File: src/rtl/spm_pkg.sv
// rtl/spm_pkg.sv - shared types and constants for the RISC_SPM boot loader
package spm_pkg;

    localparam int SPM_WORD_SIZE = 8;

    typedef enum logic [1:0] {
        IDLE    = 2'd0,
        LOAD    = 2'd1,
        RELEASE = 2'd2,
        RUN     = 2'd3
    } boot_state_t;

endpackage

File: src/rtl/spm_boot_loader_if.sv
// rtl/spm_boot_loader_if.sv - host, core and SRAM signals around the boot loader
interface spm_boot_loader_if #(
    parameter int word_size = spm_pkg::SPM_WORD_SIZE
);
    logic                 load_start;
    logic [word_size-1:0] load_base;
    logic [word_size-1:0] load_len;
    logic [word_size-1:0] host_data;
    logic                 host_valid;
    logic                 host_ready;
    logic                 cpu_rst;
    logic [word_size-1:0] cpu_address;
    logic [word_size-1:0] cpu_data_in;
    logic                 cpu_write;
    logic [word_size-1:0] cpu_data_out;
    logic [word_size-1:0] mem_address;
    logic [word_size-1:0] mem_data_in;
    logic                 mem_write;
    logic [word_size-1:0] mem_data_out;
    logic                 busy;
    logic                 done;

    // the loader itself
    modport slave (
        input  load_start, load_base, load_len, host_data, host_valid,
        input  cpu_address, cpu_data_in, cpu_write, mem_data_out,
        output host_ready, cpu_rst, cpu_data_out, mem_address, mem_data_in,
        output mem_write, busy, done
    );

    // host, core and SRAM seen together
    modport master (
        output load_start, load_base, load_len, host_data, host_valid,
        output cpu_address, cpu_data_in, cpu_write, mem_data_out,
        input  host_ready, cpu_rst, cpu_data_out, mem_address, mem_data_in,
        input  mem_write, busy, done
    );
endinterface

File: src/rtl/spm_boot_loader.sv
// rtl/spm_boot_loader.sv - holds RISC_SPM in reset, streams a program into SRAM, then hands the port to the core
module spm_boot_loader
    import spm_pkg::*;
#(
    parameter int word_size      = SPM_WORD_SIZE,
    parameter int RELEASE_CYCLES = 2
) (
    input  logic               clk,
    input  logic               rst,
    spm_boot_loader_if.slave   bus
);

    localparam int REL_W = (RELEASE_CYCLES > 1) ? $clog2(RELEASE_CYCLES) : 1;
    localparam logic [REL_W-1:0] REL_LAST = REL_W'(RELEASE_CYCLES - 1);

    boot_state_t          state_q, state_d;
    logic [word_size-1:0] addr_cnt_q, addr_cnt_d;
    logic [word_size-1:0] remain_q, remain_d;
    logic [REL_W-1:0]     rel_cnt_q, rel_cnt_d;
    logic                 cpu_rst_q, cpu_rst_d;
    logic                 host_ready_q, host_ready_d;
    logic                 busy_q, busy_d;
    logic                 done_q, done_d;
    logic                 beat;

    assign beat = bus.host_valid & host_ready_q;

    always_ff @(posedge clk or negedge rst) begin
        if (!rst) begin
            state_q      <= IDLE;
            addr_cnt_q   <= '0;
            remain_q     <= '0;
            rel_cnt_q    <= '0;
            cpu_rst_q    <= 1'b0;
            host_ready_q <= 1'b0;
            busy_q       <= 1'b0;
            done_q       <= 1'b0;
        end else begin
            state_q      <= state_d;
            addr_cnt_q   <= addr_cnt_d;
            remain_q     <= remain_d;
            rel_cnt_q    <= rel_cnt_d;
            cpu_rst_q    <= cpu_rst_d;
            host_ready_q <= host_ready_d;
            busy_q       <= busy_d;
            done_q       <= done_d;
        end
    end

    always_comb begin
        state_d    = state_q;
        addr_cnt_d = addr_cnt_q;
        remain_d   = remain_q;
        rel_cnt_d  = '0;
        case (state_q)
            IDLE, RUN: begin
                // a zero-length request just restarts the core on the current image
                if (bus.load_start) begin
                    if (bus.load_len != '0) begin
                        state_d    = LOAD;
                        addr_cnt_d = bus.load_base;
                        remain_d   = bus.load_len;
                    end else begin
                        state_d = RELEASE;
                    end
                end
            end
            LOAD: begin
                if (beat) begin
                    addr_cnt_d = addr_cnt_q + 1'b1;
                    remain_d   = remain_q - 1'b1;
                    if (remain_q == word_size'(1)) begin
                        state_d = RELEASE;
                    end
                end
            end
            RELEASE: begin
                if (rel_cnt_q == REL_LAST) begin
                    state_d = RUN;
                end else begin
                    rel_cnt_d = rel_cnt_q + 1'b1;
                end
            end
            default: state_d = IDLE;
        endcase
    end

    // status flags are registered from the next state so they change with it
    always_comb begin
        cpu_rst_d    = (state_d == RUN);
        host_ready_d = (state_d == LOAD);
        busy_d       = (state_d == LOAD) || (state_d == RELEASE);
        done_d       = (state_d == RUN);

        bus.mem_address = addr_cnt_q;
        bus.mem_data_in = bus.host_data;
        bus.mem_write   = 1'b0;
        if (state_q == RUN) begin
            bus.mem_address = bus.cpu_address;
            bus.mem_data_in = bus.cpu_data_in;
            bus.mem_write   = bus.cpu_write;
        end else if (state_q == LOAD) begin
            bus.mem_write = beat;
        end
    end

    assign bus.cpu_rst      = cpu_rst_q;
    assign bus.host_ready   = host_ready_q;
    assign bus.busy         = busy_q;
    assign bus.done         = done_q;
    assign bus.cpu_data_out = bus.mem_data_out;

endmodule

File: src/flat_wrapper.sv
// flat-port wrapper written by rule: the top's interface ports become plain ports
module spm_boot_loader_flat import spm_pkg::*;
#(
    parameter int word_size      = SPM_WORD_SIZE,
    parameter int RELEASE_CYCLES = 2
)
  (clk, rst, bus_load_start, bus_load_base, bus_load_len, bus_host_data, bus_host_valid, bus_cpu_address, bus_cpu_data_in, bus_cpu_write, bus_mem_data_out, bus_host_ready, bus_cpu_rst, bus_cpu_data_out, bus_mem_address, bus_mem_data_in, bus_mem_write, bus_busy, bus_done);
  spm_boot_loader_if #(.word_size(word_size)) bus_i ();
  input  logic clk;
  input  logic rst;
  input wire logic [$bits(bus_i.load_start)-1:0] bus_load_start;
  input wire logic [$bits(bus_i.load_base)-1:0] bus_load_base;
  input wire logic [$bits(bus_i.load_len)-1:0] bus_load_len;
  input wire logic [$bits(bus_i.host_data)-1:0] bus_host_data;
  input wire logic [$bits(bus_i.host_valid)-1:0] bus_host_valid;
  input wire logic [$bits(bus_i.cpu_address)-1:0] bus_cpu_address;
  input wire logic [$bits(bus_i.cpu_data_in)-1:0] bus_cpu_data_in;
  input wire logic [$bits(bus_i.cpu_write)-1:0] bus_cpu_write;
  input wire logic [$bits(bus_i.mem_data_out)-1:0] bus_mem_data_out;
  output wire logic [$bits(bus_i.host_ready)-1:0] bus_host_ready;
  output wire logic [$bits(bus_i.cpu_rst)-1:0] bus_cpu_rst;
  output wire logic [$bits(bus_i.cpu_data_out)-1:0] bus_cpu_data_out;
  output wire logic [$bits(bus_i.mem_address)-1:0] bus_mem_address;
  output wire logic [$bits(bus_i.mem_data_in)-1:0] bus_mem_data_in;
  output wire logic [$bits(bus_i.mem_write)-1:0] bus_mem_write;
  output wire logic [$bits(bus_i.busy)-1:0] bus_busy;
  output wire logic [$bits(bus_i.done)-1:0] bus_done;
  assign bus_i.load_start = bus_load_start;
  assign bus_i.load_base = bus_load_base;
  assign bus_i.load_len = bus_load_len;
  assign bus_i.host_data = bus_host_data;
  assign bus_i.host_valid = bus_host_valid;
  assign bus_i.cpu_address = bus_cpu_address;
  assign bus_i.cpu_data_in = bus_cpu_data_in;
  assign bus_i.cpu_write = bus_cpu_write;
  assign bus_i.mem_data_out = bus_mem_data_out;
  assign bus_host_ready = bus_i.host_ready;
  assign bus_cpu_rst = bus_i.cpu_rst;
  assign bus_cpu_data_out = bus_i.cpu_data_out;
  assign bus_mem_address = bus_i.mem_address;
  assign bus_mem_data_in = bus_i.mem_data_in;
  assign bus_mem_write = bus_i.mem_write;
  assign bus_busy = bus_i.busy;
  assign bus_done = bus_i.done;
  spm_boot_loader #(.word_size(word_size), .RELEASE_CYCLES(RELEASE_CYCLES)) u_core (.clk(clk), .rst(rst), .bus(bus_i));
endmodule
File: config.mk
export PLATFORM = sky130hd
export DESIGN_NAME = spm_boot_loader_flat
export DESIGN_NICKNAME = d
export VERILOG_FILES = /design/src/rtl/spm_pkg.sv /design/src/rtl/spm_boot_loader_if.sv /design/src/rtl/spm_boot_loader.sv /design/src/flat_wrapper.sv
export SDC_FILE = /design/constraint.sdc
export NUM_CORES = 1
export LEC_CHECK = 0
export BUFFER_PORTS_ARGS = -buffer_cell sky130_fd_sc_hd__buf_4
export CORE_ASPECT_RATIO = 0.6
export CORE_MARGIN = 2
export CORE_UTILIZATION = 47
export DETAILED_ROUTE_END_ITERATION = 12
export PLACE_DENSITY = 0.8
export SLEW_MARGIN = 10
export SYNTH_ARGS = -nofsm -noshare
export SYNTH_HDL_FRONTEND = slang
export SYNTH_SLANG_ARGS = --single-unit
File: constraint.sdc
create_clock -name clk -period 2.8 [get_ports clk]
set_input_delay 0.56 -clock clk [delete_from_list [all_inputs] [get_ports clk]]
set_output_delay 0.56 -clock clk [all_outputs]
set_load 0.05 [all_outputs]
=== Word-level counts from Yosys, hierarchy flattened ===
Cells that the tools add are included.

* Bits of input ports: 53
* Output and inout bits: 29
* RAM bits: 0
* ROM bits: 0
* Register bits: 22
* Logic and storage cells: 47
* Bits in latches: 0
* Memories: 0

* Multiplexer cells: 20
* Order comparisons: 0
* Bitwise logic cells: 1
* Divide/modulo/power cells: 0
* Multiply operators: 0
* Equal/unequal tests: 10
* Reductions and logical operators: 6
* Shift-type cells: 0
* $add $sub $neg: 3

{| class="wikitable"
|+ Operators by type and width
! operator !! count
|-
| $mux W8 || 8
|-
| $pmux W8 S2 || 2
|-
| $mux W2 || 5
|-
| $add A8 B1 Y8 const B || 1
|-
| $eq A2 B2 Y1 const B || 4
|-
| $eq A8 B1 Y1 const B || 1
|-
| $reduce_bool A8 Y1 || 1
|-
| $sub A8 B1 Y8 const B || 1
|-
| $pmux W2 S3 || 1
|-
| $eq A2 B1 Y1 const B || 2
|-
| $mux W1 || 4
|-
| $ne A2 B1 Y1 const B || 2
|-
| $reduce_and A4 Y1 || 1
|-
| $logic_not A2 Y1 || 1
|-
| $ne A2 B2 Y1 const B || 1
|-
| $reduce_bool A2 Y1 || 1
|-
| $reduce_or A2 Y1 || 1
|-
| $add A1 B1 Y1 const B || 1
|-
| $and A1 B1 Y1 || 1
|-
| $logic_or A1 B1 Y1 || 1
|}

=== Longest topological paths before layout ===
Gate-level depths: netlist (run 1).

* Depth after elaboration: 6
* Mapped depth: 8
* Gate-level depth less buffers: 6

=== Worst setup path after synthesis (run 1) ===
OpenSTA, ideal clock, no wires.

* Path kind: register -> output
* From: register u_core.state_q[0]
* To: output bus_mem_write
* Required time: 2240 ps
* Cell stages (with the launch flop): 5
* Slack: 77 ps
* Buffers on the path: 2
* Arrival: 2163 ps
* Path through: dfrtp_1 > ha_1 > clkbuf_1 > clkbuf_1 > o21ai_0

* Longest elaborated chain between the ends: 3
* Elaborated cells on any way between the ends: 4
* Classes of those cells: eq/ne (2); mux (2)

{| class="wikitable"
|+ Ends and longest elaborated chain
! item !! RTL line !! RTL
|-
| from (decl) || spm_boot_loader.sv:16 || <nowiki>boot_state_t state_q, state_d;</nowiki>
|-
| from (signal assigned) || spm_boot_loader.sv:39 || <nowiki>state_q <= state_d;</nowiki>
|-
| $eq A2 B1 Y1 || spm_boot_loader.sv:102 || <nowiki>end else if (state_q == LOAD) begin</nowiki>
|-
| $mux W1 || spm_boot_loader.sv:102 ||
|-
| $mux W1 * || spm_boot_loader.sv:98 || <nowiki>if (state_q == RUN) begin</nowiki>
|-
| to (decl) || flat_wrapper.sv:25 || <nowiki>output wire logic [$bits(bus_i.mem_write)-1:0] bus_mem_write;</nowiki>
|}

Every way passes the cells marked *; elsewhere a longest branch is shown, timed or not.

=== Worst setup path in the final report (run 1) ===
* From: register u_core.state_q[1]
* To: output bus_mem_write

The elaborated chain is that of the path after synthesis.

==> metrics, run 1 <==
fin cells ~290; final hold viol count 0; type of the worst setup path reg2out; kind of path behind the tightest hold check in2async; static leakage power roughly 1.0 nW; Floorplan Core Area 0.00368 mm2; antenna diode instance count 0; time the final worst path needs with I/O delays and setup 2.44 ns; depth of the worst register-to-register path 6; number of buffer cells added on primary ports 65; worst setup slack after layout approximately 0.36 ns; f_max just over 400 MHz; Yosys warning total 0; sequential group share of total power a little under a quarter; drt first-iter violations 76; buffer cell driving the clock tree root sky130_fd_sc_hd__clkbuf_8; largest fanout of any net on the critical path 11; critical path, cell by cell inv_1, ha_1, nand3_1, o21ai_0, buf_4; area of all placed cells without fillers 0.00230 mm2; RD Place Congestion 0.814; die height 52.2 um; Clk Latency, worst-skew pair 0.27 ns; area delta synth->final 26.6%; summed negative setup slack over all endpoints 0 ns; area of the die about 0.0044 mm2; net count after synthesis 257; # nets final 310; part of the total power dissipated in combinational logic slightly below 70%; cell-internal power 1.44 mW; Worst IR Drop VDD 853 uV; Clk network pwr share just under 8%; Routed Wire Length 5.09 mm; Net Sw Frac between 50% and 60%; Finish-stage setup viols 0; endpoint arrival time on the critical path 1.88 ns; proportion of register bits with asynchronous set or reset after synthesis 100%; relative slew slack 52.0%; gr ovfl total 0; Inserted Clock Buffers 3; number of sinks handled by clock tree synthesis 22; capturing point of the worst reg2reg path u_core.remain_q[2]; quantity of gates resized following cts 0; first-pass GRT wire length 7.96 mm; post-synthesis cell area about 0.0018 mm2; post-synthesis area per instance 9.33 um2; total DRC errors in the routed layout 0; run status completed; wire length per cell after detailed routing between 15 and 20 um; kind of end point of the critical path output pin; Starting Density about half; unrepaired setup endpoints after global routing no; remaining number of nets flagged by the antenna check after routing 0; pwr dens 1310 mW/mm2; number of storage elements in the synthesis netlist 22; startpoint type of the worst setup path flip-flop; width of the chip roughly 84 um; sum of buffers and inverters on the critical path 2; Switching Power 1.59 mW; post-DP HPWL 3.99 mm; Via-to-Cell Ratio 5.93; hold slack final 0.163 ns; pin count of the biggest net entering global routing 23; max-cap check violation count 0; CTS tree built; Clk pin slew, worst setup/hold paths 0.09 ns; vias in the first global route between 1500 and 2000; Clock H-tree levels 1; initial antenna violation count 0; quantity of hold-fixing buffers added after cts 0; critical path data required time about 2.2 ns; pre-CTS setup slack 0.521 ns; Max clock buf depth 2; Global Route Usage Sum a little under a quarter; family with the most delay on the worst path flip-flops; site row count 17; EDFF count, synth 0; startpoint of the lowest-slack register-to-register path u_core.state_q[0]; area of placed instances 0.00225 mm2; synth unique cells 52; via count 1742; instance count of the mapped netlist 195; top flip-flop cell by instance count after synthesis sky130_fd_sc_hd__dfrtp_1; sequential cell area fraction in the yosys report 30.3%; register-to-register setup slack 0.48 ns; post-route clock skew 0.00563 ns; final worst-path cycle share 87.2%; Least-Margin Pin Slew 0.720 ns; biggest cell delay along the critical path 0.42 ns; share of final-layout standard cells stronger than drive strength 1 approximately 43%; IO Count slightly above 80; post-CTS repair timing setup buffer count 0; highest-delay cell along the critical path sky130_fd_sc_hd__dfrtp_1; Cell Count Post-Placement 290; pins over their slew limit 0; Detailed Routing Iterations Pass 1 4; filler cell count in the final layout 312
## cells by family (layout without fill, tap and decap cells)
| logic type | count (synthesis) | after routing | share of synthesized area, % |
|---|---|---|---|
| AOI/OAI and AO/OA | 60 | 60 | 25.2 |
| adders and majority gates | 9 | 9 | 6.19 |
| muxes | 18 | 18 | 11.0 |
| and+or+nand+nor | 60 | 60 | 18.2 |
| DFF | 22 | 22 | 30.3 |
| buffers and inverters | 26 | 78 | 9.15 |
## routing by layer
metal,share of wire [%],wire (um),GRT usage [%],vias to the layer above
met2,44,2250,35.2,53
met3,5.8,293,5.98,6
met4,0.94,48,4.84,0
li1,-,-,-,838
met5,0,0,0,-
met1,49,2490,34.5,845
## synth_stat cells (3+ instances only)
cell | n | area share, %
sky130_fd_sc_hd__buf_4 | 9 | 3.7
sky130_fd_sc_hd__a21oi_1 | 15 | 4.1
sky130_fd_sc_hd__nand2_1 | 7 | 1.4
sky130_fd_sc_hd__a211oi_2 | 4 | 2.8
sky130_fd_sc_hd__nand2b_1 | 3 | 1.0
sky130_fd_sc_hd__o21ai_0 | 7 | 1.9
sky130_fd_sc_hd__mux2_2 | 16 | 9.9
sky130_fd_sc_hd__ha_1 | 9 | 6.2
sky130_fd_sc_hd__clkbuf_1 | 7 | 1.4
sky130_fd_sc_hd__a31oi_1 | 6 | 2.1
sky130_fd_sc_hd__dfrtp_1 | 22 | 30
sky130_fd_sc_hd__inv_1 | 5 | 1.0
sky130_fd_sc_hd__nor4_1 | 4 | 1.4
sky130_fd_sc_hd__nand3_1 | 5 | 1.4
sky130_fd_sc_hd__or2_2 | 3 | 1.0
sky130_fd_sc_hd__o31ai_1 | 3 | 1.2
sky130_fd_sc_hd__and3_1 | 5 | 1.7
sky130_fd_sc_hd__a41o_1 | 4 | 2.2
sky130_fd_sc_hd__nor2_1 | 16 | 3.3
## how the worst max path moves through the flow
stage                            from              endpoint  depth (start not counted)
finish              u_core.state_q[1]         bus_mem_write                          5
global route        u_core.state_q[1]         bus_mem_write                          5
CTS                 u_core.state_q[1]         bus_mem_write                          5
detailed placement  u_core.state_q[0]    u_core.remain_q[3]                          7
global placement      bus_load_len[1]  u_core.addr_cnt_q[4]                          5
floorplan           u_core.state_q[0]         bus_mem_write                          4
## through the flow
step | utilization, % | power (mW)
2_1_floorplan | - | 2.36
3_3_place_gp | 61.1 | 2.73
3_5_place_dp | 61.1 | 2.78
4_1_cts | 62.6 | 3.01
5_1_grt | 62.6 | 3.25
6_report | 62.6 | 3.03
## power by group through the flow
stage	sequential, mW	combinational (mW)	clock (mW)
5_1_grt	0.718	2.27	0.258
3_3_place_gp	0.683	2.04	0
4_1_cts	0.683	2.09	0.238
2_1_floorplan	0.678	1.68	0
3_5_place_dp	0.686	2.09	0
6_report	0.689	2.10	0.239
## placed cells by master, fill, tap and decap left out, drive strengths merged
cell type | Yosys | routed
a2111o | 1 | 1
a211oi | 6 | 6
a21oi | 16 | 16
a2bb2oi | 2 | 2
a311oi | 3 | 3
a31oi | 6 | 6
a41o | 4 | 4
and2 | 3 | 3
and2b | 1 | 1
and3 | 5 | 5
buf | 13 | 69
clkbuf | 8 | 4
dfrtp | 22 | 22
ha | 9 | 9
inv | 5 | 5
mux2 | 16 | 16
mux2i | 2 | 2
nand2 | 7 | 7
nand2b | 3 | 3
nand3 | 5 | 5
nand3b | 1 | 1
nand4 | 2 | 2
nor2 | 17 | 17
nor2b | 2 | 2
nor3 | 2 | 2
nor3b | 2 | 2
nor4 | 4 | 4
o211ai | 2 | 2
o21a | 1 | 1
o21ai | 8 | 8
o221a | 2 | 2
o311ai | 1 | 1
o31ai | 3 | 3
o32a | 2 | 2
o32ai | 2 | 2
o41ai | 1 | 1
or2 | 3 | 3
or3 | 1 | 1
or4 | 2 | 2
## layout make-up
cell class	instances	area [um2]	area share (%)
clock buffers	4	55.1	2.39
inverters	5	18.8	0.815
flip-flops and latches	22	551	23.9
multi-input cells	147	1100	47.9
repair buffers	69	518	22.5
well taps	47	58.8	2.55
## flip-flops by register name, summed over array words and instances, names as in the netlist
signal                 count
u_core.state_q             2
u_core.bus.cpu_rst         1
u_core.bus.busy            1
u_core.remain_q            8
u_core.rel_cnt_q           1
u_core.addr_cnt_q          8
u_core.bus.host_ready      1
(Power assumes the default switching activity.)
==> run 2: changes to the inputs <==
--- a/config.mk
+++ b/config.mk
@@ -8,9 +8,9 @@
 export BUFFER_PORTS_ARGS = -buffer_cell sky130_fd_sc_hd__buf_4
 export CORE_ASPECT_RATIO = 0.6
 export CORE_MARGIN = 2
-export CORE_UTILIZATION = 47
+export CORE_UTILIZATION = 51
 export DETAILED_ROUTE_END_ITERATION = 12
-export PLACE_DENSITY = 0.8
+export PLACE_DENSITY = 0.86
 export SLEW_MARGIN = 10
 export SYNTH_ARGS = -nofsm -noshare
 export SYNTH_HDL_FRONTEND = slang
==> constraint.sdc (replaced) <==
create_clock -name clk -period 3 [get_ports clk]
set_input_delay 0.6 -clock clk [delete_from_list [all_inputs] [get_ports clk]]
set_output_delay 0.6 -clock clk [all_outputs]
set_load 0.05 [all_outputs]
==> run 2 against run 1 <==
Via count rose by 0.63%. Core utilization rose by 6.5 points. Count of clock-buffer cells in the layout fell by 1. Largest cell class unchanged. Largest power group unchanged.
==> metrics, run 2 (synthesis gave the netlist of run 1 again) <==
Finish-stage setup viols 0; number of buffer cells added on primary ports 65; static leakage power 1.02 nW; area of the die roughly 0.004 mm2; Routed Wire Length slightly below 5 mm; kind of end point of the critical path output pin; wire length per cell after detailed routing 16.5 um; pins over their slew limit 0; IO Count 82; first-pass GRT wire length 7.85 mm; Power Total 2.82 mW; type of the worst setup path reg2out; gr ovfl total 0; Floorplan Core Area 0.00332 mm2; startpoint type of the worst setup path flip-flop; summed negative setup slack over all endpoints 0 ns; buffer cell driving the clock tree root sky130_fd_sc_hd__clkbuf_8; biggest cell delay along the critical path 0.42 ns; post-route clock skew 0.00706 ns; pwr dens 1230 mW/mm2; via count ~1800; unrepaired setup endpoints after global routing no; worst setup path startpoint u_core.state_q[1]; Layout Utilization 69.1%; filler cell count in the final layout 270; Max clock buf depth 2; most common library cell in the layout ignoring fill and taps sky130_fd_sc_hd__buf_4; depth of the worst register-to-register path 6; final hold viol count 0; run status completed; Clk Latency, worst-skew pair 0.26 ns; final worst-path cycle share 86.5%; Detailed Routing Iterations Pass 1 4; drt first-iter violations 119; Cell Count Post-Placement about 290; post-CTS repair timing setup buffer count 0; remaining number of nets flagged by the antenna check after routing 0; site row count 16; startpoint of the lowest-slack register-to-register path u_core.state_q[1]; share of final-layout standard cells stronger than drive strength 1 between 40% and 50%; number of sinks handled by clock tree synthesis 22; Global Route Usage Sum 24.9%; kind of path behind the tightest hold check in2async; Inserted Clock Buffers 3; quantity of gates resized following cts 0; initial antenna violation count 0; total DRC errors in the routed layout 0; CTS tree built; highest-delay cell along the critical path sky130_fd_sc_hd__dfrtp_1; # nets final between 300 and 400; registers with the most flip-flops u_core.addr_cnt_q x8, u_core.remain_q x8, u_core.state_q x2; Least-Margin Pin Slew 0.661 ns; Starting Density 54.7%; time the final worst path needs with I/O delays and setup 2.60 ns; Worst IR Drop VDD slightly above 700 uV; die height 50.3 um; Clock H-tree levels 1; fin cells 292; RD Place Congestion 0.874; relative slew slack 55.8%; Via-to-Cell Ratio 6.00; max-cap check violation count 0; Sequential Area 551 um2; quantity of hold-fixing buffers added after cts 0; critical path data required time ~2.4 ns; area taken by multi-input logic gates 0.00110 mm2; vias in the first global route 1680; largest fanout of any net on the critical path 12; f_max 385 MHz; pin count of the biggest net entering global routing 23; critical path, cell by cell inv_1, ha_1, nand3_1, o21ai_0, buf_4; antenna diode instance count 0; area delta synth->final 26.1%; width of the chip around 81 um; endpoint arrival time on the critical path 2.00 ns; highest-count cells in the layout ignoring fill and taps sky130_fd_sc_hd__buf_4, sky130_fd_sc_hd__dfrtp_1, sky130_fd_sc_hd__nor2_1, sky130_fd_sc_hd__mux2_2, sky130_fd_sc_hd__a21oi_1; Clk pin slew, worst setup/hold paths 0.08 ns; post-DP HPWL 3.74 mm
[run 2: cell types whose count changed in the layout (fill, tap and decap cells not counted)]
| cell | change |
|---|---|
| sky130_fd_sc_hd__clkbuf_8 | -1 |
| sky130_fd_sc_hd__buf_4 | +1 |
[run 2: routing by layer]
layer / wire length, um / GRT usage (%)
met5: 0 / 0
met3: 354 / 6.65
met2: 2190 / 36.0
met1: 2240 / 36.6
met4: 33 / 6.21
[run 2: final timing paths]
path	endpoint	slack (ns)
worst min-delay path	u_core.bus.cpu_rst	0.22
worst max-delay path	bus_mem_write	0.40
worst min register to register	u_core.rel_cnt_q	0.44
worst max register to register	u_core.addr_cnt_q[2]	0.56
max in group asynchronous	u_core.addr_cnt_q[6]	2.55
min in group clk	u_core.rel_cnt_q	0.44
[run 2: critical path: cells and delay by family, from the launching register on]
family	cells	cell delay [ns]
flops	1	0.42
fa+ha+maj	1	0.42
buf+inv	2	0.37
compound gates	1	0.30
simple gates	1	0.23
[run 2: power by group]
part	switching [mW]	total, mW	internal [mW]
logic	1.20	1.99	0.788
clock network	0.0960	0.186	0.0897
registers	0.187	0.644	0.457
total	1.48	2.82	1.33
[run 2: cell type report]
cell class / instances / share of cell area, %
tap: 45 / 2.45
inverter: 5 / 0.818
clock buffer: 3 / 1.80
timing repair buffer: 70 / 22.9
multi-input combinational: 147 / 48.0
sequential: 22 / 24.0
[run 2: stage by stage]
stage	cell area (um2)	setup WS (ns)	hold WS, ns
floorplan	1820	0.237	0.304
global placement	2250	0.675	0.414
detailed placement	2250	0.654	0.417
CTS	2290	0.410	0.224
global route	2290	0.280	0.221
finish	2290	0.405	0.216
